File: config.mk
export PLATFORM = sky130hd
export DESIGN_NAME = mpif_tx_fifo_scheduler
export DESIGN_NICKNAME = d
export VERILOG_FILES = /design/src/rtl/mpif_sched_pkg.sv /design/src/rtl/mpif_rr_arbiter.sv /design/src/rtl/mpif_tx_fifo_scheduler.sv
export SDC_FILE = /design/constraint.sdc
export NUM_CORES = 1
export LEC_CHECK = 0
export BUFFER_PORTS_ARGS = -buffer_cell sky130_fd_sc_hd__buf_2
export CAP_MARGIN = 10
export CORE_ASPECT_RATIO = 1.25
export CORE_MARGIN = 2
export CORE_UTILIZATION = 45
export DETAILED_ROUTE_END_ITERATION = 10
export PLACE_DENSITY = 0.86
export SLEW_MARGIN = 15
export SYNTH_ARGS = -nofsm -noshare
export SYNTH_HDL_FRONTEND = slang
export SYNTH_SLANG_ARGS = --single-unit
export TNS_END_PERCENT = 100
File: constraint.sdc
create_clock -name clk -period 6.05 [get_ports clk]
set_input_delay 1.21 -clock clk [delete_from_list [all_inputs] [get_ports clk]]
set_output_delay 1.21 -clock clk [all_outputs]
set_load 0.1 [all_outputs]
File: src/rtl/mpif_sched_pkg.sv
// Purpose: shared types and helpers for the MPIF FIFO write/read schedulers.
// Contents: scheduler state enum, clog2 helper for sizing counters and indices.
package mpif_sched_pkg;

  typedef enum logic [1:0] {
    IDLE  = 2'd0,
    XFER  = 2'd1,
    FLUSH = 2'd2,
    FWAIT = 2'd3
  } sched_state_e;

  // Ceiling log2, never below 1 so the result can always size a vector.
  function automatic int unsigned clog2(input int unsigned n);
    int unsigned r;
    r = 0;
    for (int unsigned i = 0; i < 32; i++) begin
      if ((64'd1 << i) < 64'(n)) r = i + 1;
    end
    return (r == 0) ? 1 : r;
  endfunction

endpackage

File: src/rtl/mpif_rr_arbiter.sv
// Purpose: combinational rotating-priority arbiter; searches upward from the
//          previous winner + 1 (mod NREQ) and returns the first requester set.
// Ports:
//   req_i   : per-requester request vector
//   last_i  : index of the previous winner
//   gnt_o   : one-hot winner (zero when no request)
//   idx_o   : index of the winner
//   valid_o : some requester won
module mpif_rr_arbiter
  import mpif_sched_pkg::*;
#(
  parameter int unsigned NREQ = 4
) (
  input  logic [NREQ-1:0]          req_i,
  input  logic [clog2(NREQ)-1:0]   last_i,
  output logic [NREQ-1:0]          gnt_o,
  output logic [clog2(NREQ)-1:0]   idx_o,
  output logic                     valid_o
);

  localparam int unsigned IDXW = clog2(NREQ);

  logic [IDXW-1:0] cand;

  // k = NREQ wraps back to last_i itself, so it has lowest priority.
  always_comb begin
    gnt_o   = '0;
    idx_o   = '0;
    valid_o = 1'b0;
    cand    = '0;
    for (int unsigned k = 1; k <= NREQ; k++) begin
      cand = IDXW'((32'(last_i) + k) % NREQ);
      if (!valid_o && req_i[cand]) begin
        valid_o     = 1'b1;
        idx_o       = cand;
        gnt_o[cand] = 1'b1;
      end
    end
  end

endmodule

File: src/rtl/mpif_tx_fifo_scheduler.sv
// Purpose: round-robin scheduler sharing the MPIF transmit FIFO write port
//          between NREQ requesters, with write throttling on fifoFull and a
//          flush sequencer (flush pulse, then wait for null pointers).
// Ports:
//   clk, hardReset           : clock, synchronous active-high reset
//   req/reqLast/reqData      : per-requester word valid, packet-last, data
//   reqAck                   : word accepted this cycle (combinational)
//   grant                    : registered one-hot owner
//   fifoWrite/fifoWrData     : FIFO write port (combinational)
//   fifoFull/fifoPtrsNull    : FIFO status
//   flushReq                 : level flush request
//   fifoFlush                : flush to FIFO controller (registered)
//   flushDone/flushTimeout   : flush completion pulse / sticky timeout flag
module mpif_tx_fifo_scheduler
  import mpif_sched_pkg::*;
#(
  parameter int unsigned NREQ          = 4,
  parameter int unsigned DATAWIDTH     = 32,
  parameter int unsigned MAXBURST      = 8,
  parameter int unsigned FLUSH_CYCLES  = 4,
  parameter int unsigned FLUSH_TIMEOUT = 64
) (
  input  logic                        clk,
  input  logic                        hardReset,
  input  logic [NREQ-1:0]             req,
  input  logic [NREQ-1:0]             reqLast,
  input  logic [NREQ*DATAWIDTH-1:0]   reqData,
  output logic [NREQ-1:0]             reqAck,
  output logic [NREQ-1:0]             grant,
  output logic                        fifoWrite,
  output logic [DATAWIDTH-1:0]        fifoWrData,
  input  logic                        fifoFull,
  input  logic                        fifoPtrsNull,
  input  logic                        flushReq,
  output logic                        fifoFlush,
  output logic                        flushDone,
  output logic                        flushTimeout
);

  localparam int unsigned IDXW  = clog2(NREQ);
  localparam int unsigned BCW   = clog2(MAXBURST + 1);
  localparam int unsigned FCMAX = (FLUSH_TIMEOUT > FLUSH_CYCLES) ? FLUSH_TIMEOUT : FLUSH_CYCLES;
  localparam int unsigned FCW   = clog2(FCMAX + 1);

  sched_state_e    state_q;
  logic [NREQ-1:0] grant_q;
  logic [IDXW-1:0] gidx_q;
  logic [IDXW-1:0] last_q;
  logic [BCW-1:0]  burst_q;
  logic [FCW-1:0]  fcnt_q;
  logic            flush_q;
  logic            done_q;
  logic            tmo_q;

  logic [NREQ-1:0]      arb_gnt;
  logic [IDXW-1:0]      arb_idx;
  logic                 arb_valid;
  logic [DATAWIDTH-1:0] data_arr [NREQ];
  logic                 req_g;
  logic                 last_g;
  logic                 accept_c;
  logic                 burst_end_c;

  mpif_rr_arbiter #(.NREQ(NREQ)) u_arb (
    .req_i   (req),
    .last_i  (last_q),
    .gnt_o   (arb_gnt),
    .idx_o   (arb_idx),
    .valid_o (arb_valid)
  );

  // Unpack per-requester data words.
  for (genvar i = 0; i < NREQ; i++) begin : g_unpack
    assign data_arr[i] = reqData[i*DATAWIDTH +: DATAWIDTH];
  end

  assign req_g       = req[gidx_q];
  assign last_g      = reqLast[gidx_q];
  assign accept_c    = (state_q == XFER) && req_g && !fifoFull && !flushReq;
  assign burst_end_c = last_g || (burst_q == BCW'(MAXBURST - 1));

  assign fifoWrite    = accept_c;
  assign reqAck       = accept_c ? grant_q : '0;
  assign fifoWrData   = (|grant_q) ? data_arr[gidx_q] : '0;
  assign grant        = grant_q;
  assign fifoFlush    = flush_q;
  assign flushDone    = done_q;
  assign flushTimeout = tmo_q;

  // Scheduler state machine and registered outputs.
  always_ff @(posedge clk) begin
    if (hardReset) begin
      state_q <= IDLE;
      grant_q <= '0;
      gidx_q  <= '0;
      last_q  <= IDXW'(NREQ - 1);
      burst_q <= '0;
      fcnt_q  <= '0;
      flush_q <= 1'b0;
      done_q  <= 1'b0;
      tmo_q   <= 1'b0;
    end else begin
      done_q <= 1'b0;
      unique case (state_q)
        IDLE: begin
          if (flushReq) begin
            state_q <= FLUSH;
            flush_q <= 1'b1;
            fcnt_q  <= '0;
            tmo_q   <= 1'b0;
          end else if (arb_valid) begin
            state_q <= XFER;
            grant_q <= arb_gnt;
            gidx_q  <= arb_idx;
            burst_q <= '0;
          end
        end
        XFER: begin
          if (flushReq) begin
            // Abort the burst; flush always wins.
            state_q <= FLUSH;
            grant_q <= '0;
            last_q  <= gidx_q;
            flush_q <= 1'b1;
            fcnt_q  <= '0;
            tmo_q   <= 1'b0;
          end else if (!req_g) begin
            // Owner abandoned the burst.
            state_q <= IDLE;
            grant_q <= '0;
            last_q  <= gidx_q;
          end else if (accept_c) begin
            burst_q <= burst_q + BCW'(1);
            if (burst_end_c) begin
              state_q <= IDLE;
              grant_q <= '0;
              last_q  <= gidx_q;
            end
          end
        end
        FLUSH: begin
          tmo_q <= 1'b0;
          if (fcnt_q == FCW'(FLUSH_CYCLES - 1)) begin
            state_q <= FWAIT;
            flush_q <= 1'b0;
            fcnt_q  <= '0;
          end else begin
            fcnt_q <= fcnt_q + FCW'(1);
          end
        end
        FWAIT: begin
          if (fifoPtrsNull) begin
            state_q <= IDLE;
            done_q  <= 1'b1;
            fcnt_q  <= '0;
          end else if (fcnt_q == FCW'(FLUSH_TIMEOUT - 1)) begin
            state_q <= IDLE;
            done_q  <= 1'b1;
            tmo_q   <= 1'b1;
            fcnt_q  <= '0;
          end else begin
            fcnt_q <= fcnt_q + FCW'(1);
          end
        end
        default: state_q <= IDLE;
      endcase
    end
  end

endmodule

# [Word-level counts from Yosys, hierarchy flattened]
# Cells that the tools add are included.
[word_totals] regBits=24 input_bits=141 out_inout_bits=44 elab_cells=159
[classes] addsub=6 magnitude_cmp=10 n_eq_ne=21 muxes=78 n_bitwise=6 n_reduce_logical=29
[op_table] cell="2-to-1 mux 32 bit" count=3
[op_table] cell="binary-select mux 32 bit (select 2 bit)" count=1
[op_table] cell="2-to-1 mux 4 bit" count=16
[op_table] cell="2-to-1 mux 2 bit" count=17
[op_table] cell="2-to-1 mux 7 bit" count=4
[op_table] cell="2-to-1 mux 1 bit" count=21
[op_table] cell="one-hot mux 7 bit (3 select lines)" count=1
[op_table] cell="!= test 2 bit (second input constant)" count=8
[op_table] cell="one-hot mux 4 bit (2 select lines)" count=2
[op_table] cell="< comparator 2 x 3 -> 1 bit (second input constant)" count=5
[op_table] cell="binary-select mux 1 bit (select 2 bit)" count=6
[op_table] cell="OR 4 bit" count=3
[op_table] cell="AND reduction 3 bit" count=4
[op_table] cell="logical AND 1 bit" count=10
[op_table] cell="AND reduction 5 bit" count=2
[op_table] cell="demux 1 bit (select 2 bit)" count=4
[op_table] cell=">= comparator 2 x 1 -> 1 bit (second input constant)" count=4
[op_table] cell="!= test 4 bit (second input constant)" count=2
[op_table] cell="one-hot mux 2 bit (4 select lines)" count=1
[op_table] cell="adder 7 x 1 -> 7 bit (second input constant)" count=1
[op_table] cell="== test 7 x 2 -> 1 bit (second input constant)" count=1
[op_table] cell="== test 7 x 6 -> 1 bit (second input constant)" count=1
[op_table] cell="!= test 3 x 2 -> 1 bit (second input constant)" count=2
[op_table] cell="!= test 3 bit (second input constant)" count=2
[op_table] cell="19 further kinds" count=29

# [Longest topological paths before layout]
[depth] depth_word=16 ltp_mapped=9 mapped_depth_nobuf=7

# [By module]
# A second synthesis with hierarchy kept.
[hier_totals] hier_cells=309 area_unflattened_um2=2896.5
[by_module_without_submodules] mod="mpif_tx_fifo_scheduler" instances=1 cells_each=223 area_per_inst_um2=2267.2
[by_module_without_submodules] mod="mpif_rr_arbiter" instances=1 cells_each=86 area_per_inst_um2=629.4

# [Worst setup path after synthesis]
# Ideal clock, no wire load.
[synth_path] path_type="input to output" startpoint="in req[1]" endpoint="out reqAck[0]" t_arrival_ns=2.938 t_required_ns=4.840 slack_ns=1.902 stages=4 cell_sequence="mux4_2 and4bb_1 buf_2 and2_1"
[synth_via] elab_chain_len=6
[synth_lines] item="start, declared" line_no="mpif_tx_fifo_scheduler.sv:25" rtl="input logic [NREQ-1:0] req,"
[synth_lines] item="binary-select mux 1 bit (select 2 bit)" line_no="mpif_tx_fifo_scheduler.sv:77" rtl="assign req_g = req[gidx_q];"
[synth_lines] item="2-to-1 mux 1 bit (implied by the code)" line_no="mpif_tx_fifo_scheduler.sv:77"
[synth_lines] item="logical AND 1 bit (3 in a row)" line_no="mpif_tx_fifo_scheduler.sv:79" rtl="assign accept_c = (state_q == XFER) && req_g && !fifoFull && !flushReq;"
[synth_lines] item="net fifoWrite" line_no="mpif_tx_fifo_scheduler.sv:30" rtl="output logic fifoWrite,"
[synth_lines] item="2-to-1 mux 4 bit" line_no="mpif_tx_fifo_scheduler.sv:83" rtl="assign reqAck = accept_c ? grant_q : '0;"
[synth_lines] item="end, declared" line_no="mpif_tx_fifo_scheduler.sv:28" rtl="output logic [NREQ-1:0] reqAck,"
# The timed path passes the listed nets, and every way through them passes these cells. The select of a mux whose other input is x is not followed.

# [Final worst setup path]
[layout_path] startpoint="in req[1]" endpoint="out reqAck[0]"
[layout_via] elab_chain_len=6
[layout_lines] item="binary-select mux 1 bit (select 2 bit)" line_no="mpif_tx_fifo_scheduler.sv:77"
[layout_lines] item="2-to-1 mux 1 bit (implied by the code)" line_no="mpif_tx_fifo_scheduler.sv:77"
[layout_lines] item="logical AND 1 bit (3 in a row)" line_no="mpif_tx_fifo_scheduler.sv:79"
[layout_lines] item="2-to-1 mux 4 bit" line_no="mpif_tx_fifo_scheduler.sv:83"
# No other way between the ends. The select of a mux whose other input is x is not followed.

==> flow_summary.rst <==
.. list-table::
   :header-rows: 1

   * - Metric
     - Value
   * - Run status
     - finished, final reports clean
   * - Cell repeated most along the worst path
     - buf_2
   * - Max capacitance violation total
     - 0
   * - Number of pins with negative max-slew slack in the final report
     - 0
   * - Number of port buffers
     - 184
   * - Floorplan die area
     - 6666 µm²
   * - Die height
     - 90.79 µm
   * - Via count of the first global-routing pass
     - 2860
   * - Timing-limited maximum frequency
     - 0.2532 GHz
   * - Share of synthesized cell area in and, or, nand and nor gates
     - 0.2653
   * - Hold depth
     - 2
   * - Area overhead of the layout relative to synthesis
     - 35.26%
   * - Clock power frac
     - 0.091
   * - Critical R2R Capture
     - gidx_q[0]
   * - IR Drop Worst-Case VDD
     - 137.5 µV
   * - Count of endpoints failing setup in the final report
     - 0
   * - Syn nets
     - 431
   * - Cell types with the largest area share after synthesis
     - mux4_2 (29%), dfxtp_1 (18%), nor2b_1 (7.6%)
   * - Buffers inserted by post-CTS timing repair
     - 0
   * - Worst EP arrival
     - 2740 ps
   * - Parity-gate share of the synthesized area counting xor and xnor cells
     - 0.009691
   * - Share of the synthesized area in compound gates (AO/OA/AOI/OAI)
     - 0.1278
   * - Share of synthesized area occupied by flip-flops and latches
     - 0.1772
   * - Number of endpoints with negative hold slack in the final report
     - 0
   * - Worst Path Required
     - 4840 ps
   * - Worst reg-to-reg path cell count
     - 6
   * - Filler Cell Count
     - 507
   * - RSZ-0062 raised after global routing
     - false
   * - Ys flop type
     - dfxtp_1
   * - Remaining global-route overflow
     - 0
   * - Synth Area per Inst
     - 9.683 µm²
   * - GRT Overall Usage
     - 0.2696
   * - Kind of start point of the critical path
     - input pin
   * - Global-route wire length before repair
     - 13990 µm
   * - Sequential fraction of design power
     - 0.192
   * - Number of buffers created by CTS
     - 3
   * - CTS Sinks
     - 24
   * - Final estimated routing congestion in global placement
     - 0.9125
   * - 1st-iter DRT viols
     - 243
   * - Pin count of the biggest net entering global routing
     - 36
   * - Switching share of power
     - 0.5764
   * - Pwr dens
     - 271.2 nW/µm²
   * - Clock transition at the registers of the reported paths
     - 80 ps
   * - Most frequent cell after synthesis
     - mux4_2
   * - Netlist area before placement
     - 2711 µm²
   * - Cell with the largest stage delay on the worst path
     - and4bb_1
   * - Design Power
     - 994.5 µW
   * - Internal power component
     - 421.2 µW
   * - Wire per inst
     - 18.31 µm
   * - Switching component of the power
     - 573.2 µW
   * - Number of warnings printed during yosys synthesis
     - 0
   * - Final Critical Period
     - 3949 ps
   * - Highest net fanout along the worst path
     - 14
   * - Reg2reg setup slack
     - 3160 ps
   * - Number of H-tree levels
     - 1
   * - Worst min-delay path startpoint
     - fifoFlush
   * - Worst-Skew Late Latency
     - 260 ps
   * - Die Width
     - 73.43 µm
   * - LEAKAGE
     - 0.001665 µW
   * - Post-layout nets
     - 598
   * - Number of search-and-repair iterations in the first detailed-routing pass
     - 4
   * - Placed wire-length estimate after detailed placement
     - 7823 µm
   * - FF/Latch Area
     - 481.7 µm²
   * - Number of enable flip-flop cells after synthesis
     - 0
   * - Number of standard cells after synthesis
     - 280
   * - Vias post-DR
     - 2991
   * - Post-route clock skew
     - 2.191 ps
   * - Multiplexer fraction of the synthesized cell area
     - 0.3175
   * - Vias per std cell
     - 5.853
   * - Max stage delay on crit path
     - 420 ps
   * - Clock root buffer master
     - clkbuf_8
   * - Worst setup path class
     - in2out
   * - Final clock period utilization by the worst path
     - 0.6527
   * - DRC
     - 0
   * - Core footprint
     - 5818 µm²
   * - Initial antenna violation count
     - 0
   * - Kind of path behind the tightest hold check
     - reg2reg
   * - End point of the worst hold path
     - fifoFlush
   * - Number of antenna cells inserted
     - 0
   * - Summed negative setup slack over all endpoints
     - 0 ps
   * - Crit. End Element
     - output port
   * - Final WL
     - 9355 µm
   * - CTS Hold Buffers Added
     - 0
   * - Worst Max-Slew Pin Slew
     - 1038 ps
   * - Post-Synth Adder-Cell Area
     - 0.04615
   * - I/O Pins
     - 185
   * - Combinational family with the most area after synthesis
     - multiplexers
   * - Most numerous cell types in the synthesized netlist
     - mux4_2 (35), nor2b_1 (33), dfxtp_1 (24)
   * - Quantity of gates resized following cts
     - 0
   * - Yosys reg bits
     - 24
   * - Core Rows
     - 31
   * - Layout cells sized above 1
     - 0.5416
   * - Maximum clock insertion buffer count
     - 2
   * - Cell taking the most area after synthesis
     - mux4_2
   * - Starting density of the core
     - 0.4660
   * - Cell Chain, Critical Path
     - buf_2 > mux4_2 > and4bb_1 > and2_1 > buf_2
   * - Worst R2R Start
     - last_q[0]
   * - TritonCTS clock tree
     - yes
   * - Number of nets still failing antenna checks after routing
     - 0
   * - Count of unique library cells instantiated by Yosys
     - 51
   * - Max transition margin
     - 0.3022
   * - Proportion of register bits with asynchronous set or reset after synthesis
     - 0
   * - Synth top area share
     - 0.2907
   * - Multi-input gate area in the final layout
     - 2085 µm²
   * - Combinational fraction of design power
     - 0.717
==> cell families (layout without fill, tap and decap cells) <==
family | Yosys count | count (layout)
DFF | 24 | 24
AOI/OAI and AO/OA | 45 | 45
and+or+nand+nor | 123 | 123
xor gates and xnor gates | 3 | 3
buffers and inverters | 33 | 198
adders and majority gates | 10 | 10
muxes | 42 | 42
==> flip-flops by register name, indices dropped and copies added (netlist names) <==
signal and flops:
fcnt_q 7, burst_q 4, gidx_q 2, grant 4, fifoFlush 1, flushTimeout 1, state_q 2, flushDone 1
last_q 2
==> layout make-up <==
cell class,instances,share of cell area
well taps,66,0.02252
clock buffers,3,0.01126
multi-input cells,223,0.5684
flip-flops and latches,24,0.1314
inverters,7,0.007165
repair buffers,188,0.2593
==> how the worst max path moves through the flow <==
| stage | startpoint | to | slack (ps) |
|---|---|---|---|
| 2_1_floorplan | req[1] | reqAck[0] | 1900 |
| 3_3_place_gp | req[3] | reqAck[0] | 2170 |
| 3_5_place_dp | req[1] | reqAck[0] | 2140 |
| 4_1_cts | req[1] | reqAck[0] | 2120 |
| 5_1_grt | req[1] | reqAck[2] | 2020 |
| 6_report | req[1] | reqAck[0] | 2100 |
==> critical path, delay by kind of cell <==
| family | cells | cell delay [ps] |
|---|---|---|
| AND/OR/NAND/NOR | 2 | 600 |
| buffers and inverters | 2 | 630 |
| multiplexers | 1 | 300 |
==> cell usage in the layout, fill, tap and decap left out, drive strengths merged, types with 4 or more instances in the layout <==
cell	count
buf	188
mux4	35
nor2b	33
dfxtp	24
nor2	23
nor3	13
ha	10
a21oi	8
nand2	8
inv	7
nor3b	7
nand4	5
nand2b	5
mux2i	5
nand3	5
a22oi	5
o211ai	5
a311oi	5
and2	4
nand3b	4
a22o	4
==> power groups by stage <==
stage / combinational, µW / sequential, µW / clock [µW]
floorplan: 571 / 205 / 0
global placement: 703 / 193 / 0
global route: 750 / 193 / 98.2
finish: 713 / 191 / 90.9
CTS: 714 / 190 / 92.6
detailed placement: 712 / 194 / 0
==> layer usage <==
| layer | track usage | up-vias | routed length (µm) |
|---|---|---|---|
| met3 | 0.06027 | 12 | 1060 |
| met2 | 0.4399 | 172 | 4570 |
| met5 | 0 | - | 0 |
| li1 | - | 1402 | - |
| met4 | 0.05000 | 0 | 89 |
| met1 | 0.3665 | 1405 | 3634 |
==> metrics by stage <==
| step | hold slack [ps] | std cells | setup WS (ps) | area, µm² | util |
|---|---|---|---|---|---|
| detailed placement | 475.7 | 508 | 2139 | 3626 | 0.6232 |
| global route | 520.5 | 511 | 2024 | 3667 | 0.6303 |
| finish | 488.9 | 511 | 2101 | 3667 | 0.6303 |
| global placement | 475.2 | 508 | 2170 | 3626 | 0.6232 |
| CTS | 486.7 | 511 | 2116 | 3667 | 0.6303 |
| floorplan | 475.7 | 280 | 1902 | 2711 | - |
(Power assumes the default switching activity.)
